**config.mk**
```make
export PLATFORM = sky130hd
export DESIGN_NAME = fixed3_reciprocal
export DESIGN_NICKNAME = d
export VERILOG_FILES = /design/src/rtl/fixed3_reciprocal_pkg.sv /design/src/rtl/fixed3_reciprocal_seq.sv /design/src/rtl/fixed3_reciprocal.sv
export SDC_FILE = /design/constraint.sdc
export NUM_CORES = 1
export LEC_CHECK = 0
export CORE_UTILIZATION = 54
export CTS_CLUSTER_SIZE = 40
export DETAILED_ROUTE_END_ITERATION = 8
export GPL_ROUTABILITY_DRIVEN = 0
export PLACE_DENSITY = 0.77
export SLEW_MARGIN = 0
export SYNTH_ARGS = -nofsm -noshare
export SYNTH_HDL_FRONTEND = slang
export SYNTH_SLANG_ARGS = --single-unit
```
**constraint.sdc**
```tcl
create_clock -name clk -period 3.75 [get_ports clk]
set_clock_uncertainty 0.05 [all_clocks]
set_input_delay 0.5625 -clock clk [delete_from_list [all_inputs] [get_ports clk]]
set_output_delay 0.5625 -clock clk [all_outputs]
set_load 0.01 [all_outputs]
```
**src/rtl/fixed3_reciprocal_pkg.sv**
```systemverilog
// Shared fixed-point math package: Q16.16 scalar and 3-vector types,
// format constants, the per-lane FSM state type and small sign/saturate helpers.
package fixed3_reciprocal_pkg;

    localparam int FIXED_WIDTH = 32;
    localparam int FIXED_FRAC  = 16;
    localparam logic [FIXED_WIDTH-1:0] FIXED_MAX = 32'h7FFF_FFFF;

    // The reciprocal of a Q16.16 value is 2^(2*FRAC) / r in raw units.
    localparam int DIVIDEND_EXP = 2 * FIXED_FRAC;
    // One quotient bit per iteration over the full (DIVIDEND_EXP+1)-bit dividend.
    localparam int DIV_ITERS    = DIVIDEND_EXP + 1;

    typedef logic signed [FIXED_WIDTH-1:0] Fixed;

    typedef struct packed {
        Fixed x;
        Fixed y;
        Fixed z;
    } Fixed3;

    typedef enum logic [1:0] {
        RS_IDLE = 2'd0,
        RS_DIV  = 2'd1,
        RS_FIN  = 2'd2
    } recip_state_e;

    // Unsigned magnitude; 0x80000000 maps to 2^31, which fits unsigned.
    function automatic logic [FIXED_WIDTH-1:0] fixed_mag(input Fixed r);
        return r[FIXED_WIDTH-1] ? FIXED_WIDTH'(-r) : FIXED_WIDTH'(r);
    endfunction

    // Clamp the 33-bit magnitude quotient to FIXED_MAX, then reapply the sign.
    // A negative clamp gives -FIXED_MAX (0x80000001), keeping the range symmetric.
    function automatic Fixed saturate_sign(input logic [DIVIDEND_EXP:0] quo,
                                           input logic neg);
        logic [FIXED_WIDTH-1:0] mag;
        mag = (quo > {1'b0, FIXED_MAX}) ? FIXED_MAX : quo[FIXED_WIDTH-1:0];
        return neg ? Fixed'(-mag) : Fixed'(mag);
    endfunction

endpackage

```
**src/rtl/fixed3_reciprocal_seq.sv**
```systemverilog
// Single-lane Q16.16 reciprocal: restoring divider of 2^32 by |r|,
// MSB first, one quotient bit per cycle, followed by saturation and sign.
// start_i is honoured only in RS_IDLE; done_o pulses for one cycle when
// result_o has just been updated.
module fixed_recip_seq
    import fixed3_reciprocal_pkg::*;
(
    input  logic         clk,
    input  logic         resetn,
    input  logic         start_i,
    input  Fixed         r_i,
    output Fixed         result_o,
    output logic         done_o,
    output recip_state_e state_o
);

    recip_state_e state_q, state_d;

    logic [5:0]              count_q, count_d;
    logic [FIXED_WIDTH-1:0]  divisor_q, divisor_d;
    logic                    neg_q, neg_d;
    logic [FIXED_WIDTH-1:0]  rem_q, rem_d;
    logic [DIVIDEND_EXP:0]   quo_q, quo_d;
    Fixed                    result_q, result_d;
    logic                    done_q, done_d;

    logic                    load_en, iter_en, fin_en;
    logic [FIXED_WIDTH:0]    rem_shift;
    logic                    ge;

    // State register.
    always_ff @(posedge clk or negedge resetn) begin
        if (!resetn) state_q <= RS_IDLE;
        else         state_q <= state_d;
    end

    // Next state: accept a start while idle, run DIV_ITERS iterations, one FIN cycle.
    always_comb begin
        state_d = state_q;
        case (state_q)
            RS_IDLE: if (start_i) state_d = RS_DIV;
            RS_DIV:  if (count_q == 6'(DIV_ITERS - 1)) state_d = RS_FIN;
            RS_FIN:  state_d = RS_IDLE;
            default: state_d = RS_IDLE;
        endcase
    end

    // Datapath controls decoded from the current state.
    always_comb begin
        load_en = (state_q == RS_IDLE) && start_i;
        iter_en = (state_q == RS_DIV);
        fin_en  = (state_q == RS_FIN);
    end

    // Divider step and operand/result next-state.
    always_comb begin
        divisor_d = divisor_q;
        neg_d     = neg_q;
        rem_d     = rem_q;
        quo_d     = quo_q;
        count_d   = count_q;
        result_d  = result_q;
        done_d    = fin_en;
        // Dividend 2^32 has a single set bit, consumed on the first iteration.
        rem_shift = {rem_q, (count_q == 6'd0)};
        ge        = rem_shift >= {1'b0, divisor_q};
        if (load_en) begin
            divisor_d = fixed_mag(r_i);
            neg_d     = r_i[FIXED_WIDTH-1];
            rem_d     = '0;
            quo_d     = '0;
            count_d   = '0;
        end else if (iter_en) begin
            rem_d   = ge ? FIXED_WIDTH'(rem_shift - {1'b0, divisor_q})
                         : rem_shift[FIXED_WIDTH-1:0];
            quo_d   = {quo_q[DIVIDEND_EXP-1:0], ge};
            count_d = count_q + 6'd1;
        end
        if (fin_en) result_d = saturate_sign(quo_q, neg_q);
    end

    // Datapath registers; reset discards any division in flight.
    always_ff @(posedge clk or negedge resetn) begin
        if (!resetn) begin
            count_q   <= '0;
            divisor_q <= '0;
            neg_q     <= 1'b0;
            rem_q     <= '0;
            quo_q     <= '0;
            result_q  <= '0;
            done_q    <= 1'b0;
        end else begin
            count_q   <= count_d;
            divisor_q <= divisor_d;
            neg_q     <= neg_d;
            rem_q     <= rem_d;
            quo_q     <= quo_d;
            result_q  <= result_d;
            done_q    <= done_d;
        end
    end

    assign result_o = result_q;
    assign done_o   = done_q;
    assign state_o  = state_q;

endmodule

```
**src/rtl/fixed3_reciprocal.sv**
```systemverilog
// Component-wise reciprocal of a Q16.16 3-vector. Three identical lanes
// start on the same accepted strobe and finish together 34 cycles later.
module fixed3_reciprocal
    import fixed3_reciprocal_pkg::*;
(
    input  logic  clk,
    input  logic  resetn,
    input  logic  strobe,
    input  Fixed3 v,
    output logic  valid,
    output Fixed3 ov
);

    recip_state_e x_state, y_state, z_state;
    logic         x_done, y_done, z_done;
    Fixed         x_res, y_res, z_res;
    logic         accept;

    // A start is taken only when every lane is idle; otherwise it is dropped.
    assign accept = strobe && (x_state == RS_IDLE) && (y_state == RS_IDLE)
                           && (z_state == RS_IDLE);

    fixed_recip_seq u_x (
        .clk(clk), .resetn(resetn), .start_i(accept), .r_i(v.x),
        .result_o(x_res), .done_o(x_done), .state_o(x_state)
    );

    fixed_recip_seq u_y (
        .clk(clk), .resetn(resetn), .start_i(accept), .r_i(v.y),
        .result_o(y_res), .done_o(y_done), .state_o(y_state)
    );

    fixed_recip_seq u_z (
        .clk(clk), .resetn(resetn), .start_i(accept), .r_i(v.z),
        .result_o(z_res), .done_o(z_done), .state_o(z_state)
    );

    // Lane results are registered and held until the next FIN edge.
    assign valid = x_done & y_done & z_done;
    assign ov    = '{x: x_res, y: y_res, z: z_res};

endmodule

```
Word level (Yosys, flattened, before mapping)
Index checks and enable logic that the tools add are counted.
Word-level totals
  register bits after elaboration: 417
  bits of input ports: 99
Operators by class
  add/sub/neg operators: 12
  magnitude comparators: 6
  eq/ne operators: 15
  multiplexer cells: 37
  bitwise operators: 2
  reduce and logical (&&, ||, !) cells: 18
Operator list (number)
  $mux W32: 18
  $mux W33: 6
  $neg A32 Y32: 6
  $ge A33 B32 Y1: 3
  $gt A33 B31 Y1 const B: 3
  $sub A32 B32 Y32: 3
  $mux W6: 6
  $add A6 B1 Y6 const B: 3
  $eq A6 B6 Y1 const B: 3
  $logic_not A6 Y1: 3
  $pmux W2 S2: 3
  $mux W2: 4
  $eq A2 B1 Y1 const B: 3
  $eq A2 B2 Y1 const B: 3
  $logic_and A1 B1 Y1: 6
  $logic_not A2 Y1: 3
  $ne A2 B1 Y1 const B: 3
  $ne A2 B2 Y1 const B: 3
  $reduce_and A2 Y1: 3
  $reduce_bool A2 Y1: 3
  $and A1 B1 Y1: 2

Logic depth before layout (Yosys ltp)
  depth in word-level cells: 6
  depth in mapped cells: 16
  depth with buffers taken out: 15

By module
From an unflattened synthesis, not the netlist that was laid out.
Unflattened totals
  cell total of the unflattened synthesis: 2862
  area total of the unflattened synthesis: 25280.5 sq um
Modules (own cells, without submodules)
  fixed_recip_seq (u_y ...): instances 2, cells each 957, area each 8430.6 sq um, sequential area each 3478.3 sq um
  fixed_recip_seq (u_x): instances 1, cells each 945, area each 8390.5 sq um, sequential area each 3478.3 sq um
  fixed3_reciprocal: instances 1, cells each 3, area each 28.8 sq um, sequential area each 0.0 sq um

Worst setup path before layout
OpenSTA, ideal clock, no wires.
  path type: reg2reg
  start: register u_y.quo_q[32]
  end: register u_y.result_q[24], in the netlist u_y.result_o[24]
  setup time: 0.130 ns
  arrival: 3.509 ns
  required time: 3.570 ns
  slack: 0.061 ns
  stages on the path, launching flop included: 15
  period minus slack after synthesis: 3.689 ns
  cell sequence: dfrtp_1 -> or2_1 -> clkbuf_1 -> clkbuf_1 -> nor2_1 -> ha_1 -> nor3b_1 -> nand2b_1 -> or3_1 -> nand2b_1 -> or3_1 -> or4_1 -> a31o_2 -> a21oi_1 -> o21ai_1
Between the ends
  word-level cells in the longest chain between the ends: 4
Ends and longest elaborated chain
  from (decl): line fixed3_reciprocal_seq.sv:23  | logic [DIVIDEND_EXP:0] quo_q, quo_d;
  from (signal assigned): line fixed3_reciprocal_seq.sv:97  | quo_q <= quo_d;
  $gt A33 B31 Y1 *: line fixed3_reciprocal_pkg.sv:38  | mag = (quo > {1'b0, FIXED_MAX}) ? FIXED_MAX : quo[FIXED_WIDTH-1:0];
  $mux W32 *: line fixed3_reciprocal_pkg.sv:38
  $neg A32 Y32: line fixed3_reciprocal_pkg.sv:39  | return neg ? Fixed'(-mag) : Fixed'(mag);
  $mux W32 *: line fixed3_reciprocal_pkg.sv:39
  to (signal assigned): line fixed3_reciprocal_seq.sv:98  | result_q <= result_d;
  to (decl): line fixed3_reciprocal_seq.sv:24  | Fixed result_q, result_d;
Mark *: on every way between the ends. The rest lies on a longest branch, timed or not.
A chain may end at the register's enable or synchronous reset.

Worst setup path after layout
  start: register u_x.count_q[1]
  end: register u_x.rem_q[1]
Between the ends
  word-level cells in the longest chain between the ends: 5
Ends and longest elaborated chain
  from (decl): line fixed3_reciprocal_seq.sv:19  | logic [5:0] count_q, count_d;
  from (signal assigned): line fixed3_reciprocal_seq.sv:93  | count_q <= count_d;
  $logic_not A6 Y1 *: line fixed3_reciprocal_seq.sv:65  | rem_shift = {rem_q, (count_q == 6'd0)};
  $sub A32 B32 Y32 or $ge A33 B32 Y1 (tied branches): line fixed3_reciprocal_seq.sv:74, fixed3_reciprocal_seq.sv:66
  $mux W32 *: line fixed3_reciprocal_seq.sv:74  | rem_d = ge ? FIXED_WIDTH'(rem_shift - {1'b0, divisor_q})
  $mux W32 *: line fixed3_reciprocal_seq.sv:73  | end else if (iter_en) begin
  $mux W32 *: line fixed3_reciprocal_seq.sv:67  | if (load_en) begin
  to (signal assigned): line fixed3_reciprocal_seq.sv:96  | rem_q <= rem_d;
  to (decl): line fixed3_reciprocal_seq.sv:22  | logic [FIXED_WIDTH-1:0] rem_q, rem_d;
Mark *: on every way between the ends. The rest lies on a longest branch, timed or not. The select of a mux whose other input is x is not followed.

==> run metrics <==
Yosys top cell area share 40.1%; DRT Wirelength 68400 µm; CTS Sinks 417; cell area power density 1080 mW/mm²; status finished clean; DRT Pass-1 Iters 8; WS Path Type flop to flop; DR iter-0 viols 1952; die area 0.0491 mm²; hold path startpoint u_z.divisor_q[29]$_DFFE_PN0P_; synthesis-stage register bit count 417; die width 222 µm; fin. max-slew vios 0; Vias 23.5k; Site Rows 80; Max Root-Sink Buffers 3; total CTS buffers 46; Worst Tran Pin Value 1.17 ns; Area Growth Syn to Fin 16.6%; Critical Path RT 4.17 ns; largest net degree at the start of global routing 94; Filler cells 4004; H-tree depth 2; largest driver fanout on the critical path 10; R2R Setup Slk 0.17 ns; syn nets 3367; Syn Inst Count 3154; core area 0.0476 mm²; max frequency 279 MHz; Max VDD drop 0.566 mV; hold depth 2; antenna violations before repair 0; max cap viols 0; min Tclk post-route 3.58 ns; CP startpoint kind flop; Cell Count, Final, Fillers Out 3937; worst r2r src u_x.count_q[1]$_DFFE_PN0P_; Reg area 0.0104 mm²; async set or reset register ratio after synthesis 100%; die span in y 222 µm; Final Hold Viols 0; port buffer count 195; vias in the first global route 22.4k; layout cells sized above 1 6.32%; Synth area leaders dfrtp_1 40%, nand2_1 8.5%, o21ai_0 8.5%; Skew-Pair Late Insertion Delay 0.59 ns; WHS Endpoint u_z.divisor_q[29]$_DFFE_PN0P_; nets 3505; total track usage 27.6%; relative slew slack 22.2%; worst reg2reg endpoint u_x.rem_q[1]$_DFFE_PN0P_; Final Util 63.7%; Post-route DRC 0; Wirelength per Cell 17.4 µm; post-synthesis sequential area ratio 40.1%; hpwl dp 49000 µm; global route overflow 0; worst hold path class flop to flop; Synth area leader dfrtp_1; Final ANT Viol Nets 0; IO Pins 196; multi-input logic area 0.0146 mm²; YS warnings 0; Post-synth top flop dfrtp_1; Post-Syn Area 0.0260 mm²; vias per cell 5.96; Inst Count DP 3854; R2R depth 15; Setup-failing EPs final 0; Mean Syn Cell Area 8.25 µm²; CP arrival 4.01 ns; Post-DP Area 0.0287 mm²; Netlist cell types 81; first-pass GRT wire length 113000 µm; EDFF count, synth 0; Initial Util 54.6%; finished layout cell area 0.0304 mm²; antenna fix cells 0; CP endpoint kind flop; Lkg Pwr 13.6 nW; TritonCTS clock tree done; Clk pin slew, worst setup/hold paths 0.06 ns; Root Buffer clkbuf_16; part of the cycle the worst path needs 95.6%
==> cells by family (layout without fill, tap and decap cells) <==
group / after synthesis / after routing / share of synthesized area [%]
AO/OA/AOI/OAI: 877 / 877 / 20.5
AND/OR/NAND/NOR: 1176 / 1176 / 20.5
buffers and inverters: 315 / 483 / 4.58
XOR/XNOR: 215 / 215 / 7.23
adder cells (fa/ha/maj): 114 / 114 / 5.57
multiplexers: 40 / 40 / 1.56
flip-flops: 417 / 417 / 40.1
==> power by group <==
group          total (mW)  internal, mW  switching, mW
clock network        4.56          2.67           1.90
logic                20.3          8.45           11.8
registers            8.03          6.41           1.62
total                32.9          17.5           15.3
==> what timing repair did <==
action / 4_1_cts / 5_1_grt
resized for setup: 1 / 27
pin swaps: 0 / 9
hold buffers: 1 / 0
endpoints found under the setup margin: 5 / 93
buffers inserted: 0 / 4
hold endpoints to repair: 86 / 0
==> Yosys cell counts (all sizes together) (4+ instances only) <==
cell    number
inv        141
nand2b      41
nand4b       4
a21o        46
o31a         6
clkbuf     156
dfrtp      417
nor2       173
or2         18
and3         7
nand3      125
a221o        4
o21a        10
nor3b        4
o21ai      448
mux2         4
o41ai       23
nor4        17
or4         24
and4         4
o32a         4
xor2       131
a32oi       21
or3         42
a21boi       5
a31oi       23
and2         8
a221oi      11
nand2      592
nor4b        6
xnor2       84
a211oi      30
o21bai      17
nand4       30
mux2i       36
nor2b       22
o31ai       46
o211ai      14
nor3        53
a21oi      121
ha         111
o22ai        9
buf         18
==> placed cells by master (no fill, tap or decap), drive strengths merged, types with 111 or more instances in the layout <==
cell	netlist	routed
inv	141	143
dfrtp	417	417
nor2	173	173
ha	111	111
clkdlybuf4s50	0	194
nand2	592	592
o21ai	448	448
a21oi	121	121
xor2	131	131
nand3	125	125
==> sequential cells by signal, indices dropped and copies added, names as in the netlist, 2 cells and up <==
signal / flops
u_x.quo_q: 33
u_y.quo_q: 33
u_z.quo_q: 33
u_x.divisor_q: 32
u_x.rem_q: 32
u_x.result_o: 32
u_y.divisor_q: 32
u_y.rem_q: 32
u_y.result_o: 32
u_z.divisor_q: 32
u_z.rem_q: 32
u_z.result_o: 32
u_x.count_q: 6
u_y.count_q: 6
u_z.count_q: 6
u_x.state_o: 2
u_y.state_o: 2
u_z.state_o: 2
==> cell type report <==
type | instances | share of cell area, %
clock buffers | 65 | 4.36
well taps | 615 | 2.53
flip-flops and latches | 417 | 34.4
multi-input cells | 2422 | 48.0
inverters | 141 | 1.74
repair buffers | 264 | 8.38
clock inverters | 13 | 0.598
==> layer usage <==
metal | GRT usage (%) | up-vias | wire length [µm]
met5 | 0 | - | 0
met4 | 8.80 | 0 | 2000
met3 | 3.74 | 147 | 3630
met2 | 46.2 | 751 | 32700
met1 | 37.1 | 11244 | 30000
li1 | - | 11322 | -
==> per-stage QoR <==
stage / power [mW] / setup slack, ns / hold slack [ns] / TNS [ns]
final: 32.9 / 0.166 / 0.425 / 0
after global routing: 35.5 / -0.0577 / 0.446 / -0.210
after CTS: 32.4 / 0.0223 / 0.432 / 0
after detailed placement: 27.6 / -0.0440 / 0.419 / -0.166
after global placement: 26.9 / 0.0799 / 0.408 / 0
after floorplan: 22.0 / 0.0610 / 0.217 / 0
==> worst max-delay path, cell delays in order (launching register included) <==
cell and delay (ns):
dfrtp_1 0.37, inv_1 0.06, ha_1 0.19, nor4b_4 0.13, nand2b_1 0.14, ha_1 0.19
nor2b_2 0.05, o31a_1 0.32, o21ai_1 0.23, o32ai_2 0.14, a221oi_2 0.36, o31a_1 0.32
o31a_1 0.27, buf_4 0.23, nor3_1 0.06, a311o_1 0.35
==> worst max path at each step <==
stage / depth (start not counted) / end / start
after floorplan: 14 / u_y.result_o[24]$_DFFE_PN0P_ / u_y.quo_q[32]$_DFFE_PN0P_
after CTS: 16 / u_y.rem_q[30]$_DFFE_PN0P_ / u_y.count_q[1]$_DFFE_PN0P_
final: 15 / u_x.rem_q[1]$_DFFE_PN0P_ / u_x.count_q[1]$_DFFE_PN0P_
after detailed placement: 16 / u_x.rem_q[26]$_DFFE_PN0P_ / u_x.count_q[1]$_DFFE_PN0P_
after global placement: 10 / u_x.divisor_q[28]$_DFFE_PN0P_ / v[73]
after global routing: 15 / u_x.rem_q[1]$_DFFE_PN0P_ / u_x.count_q[1]$_DFFE_PN0P_
Power figures use the tool's default switching activity.
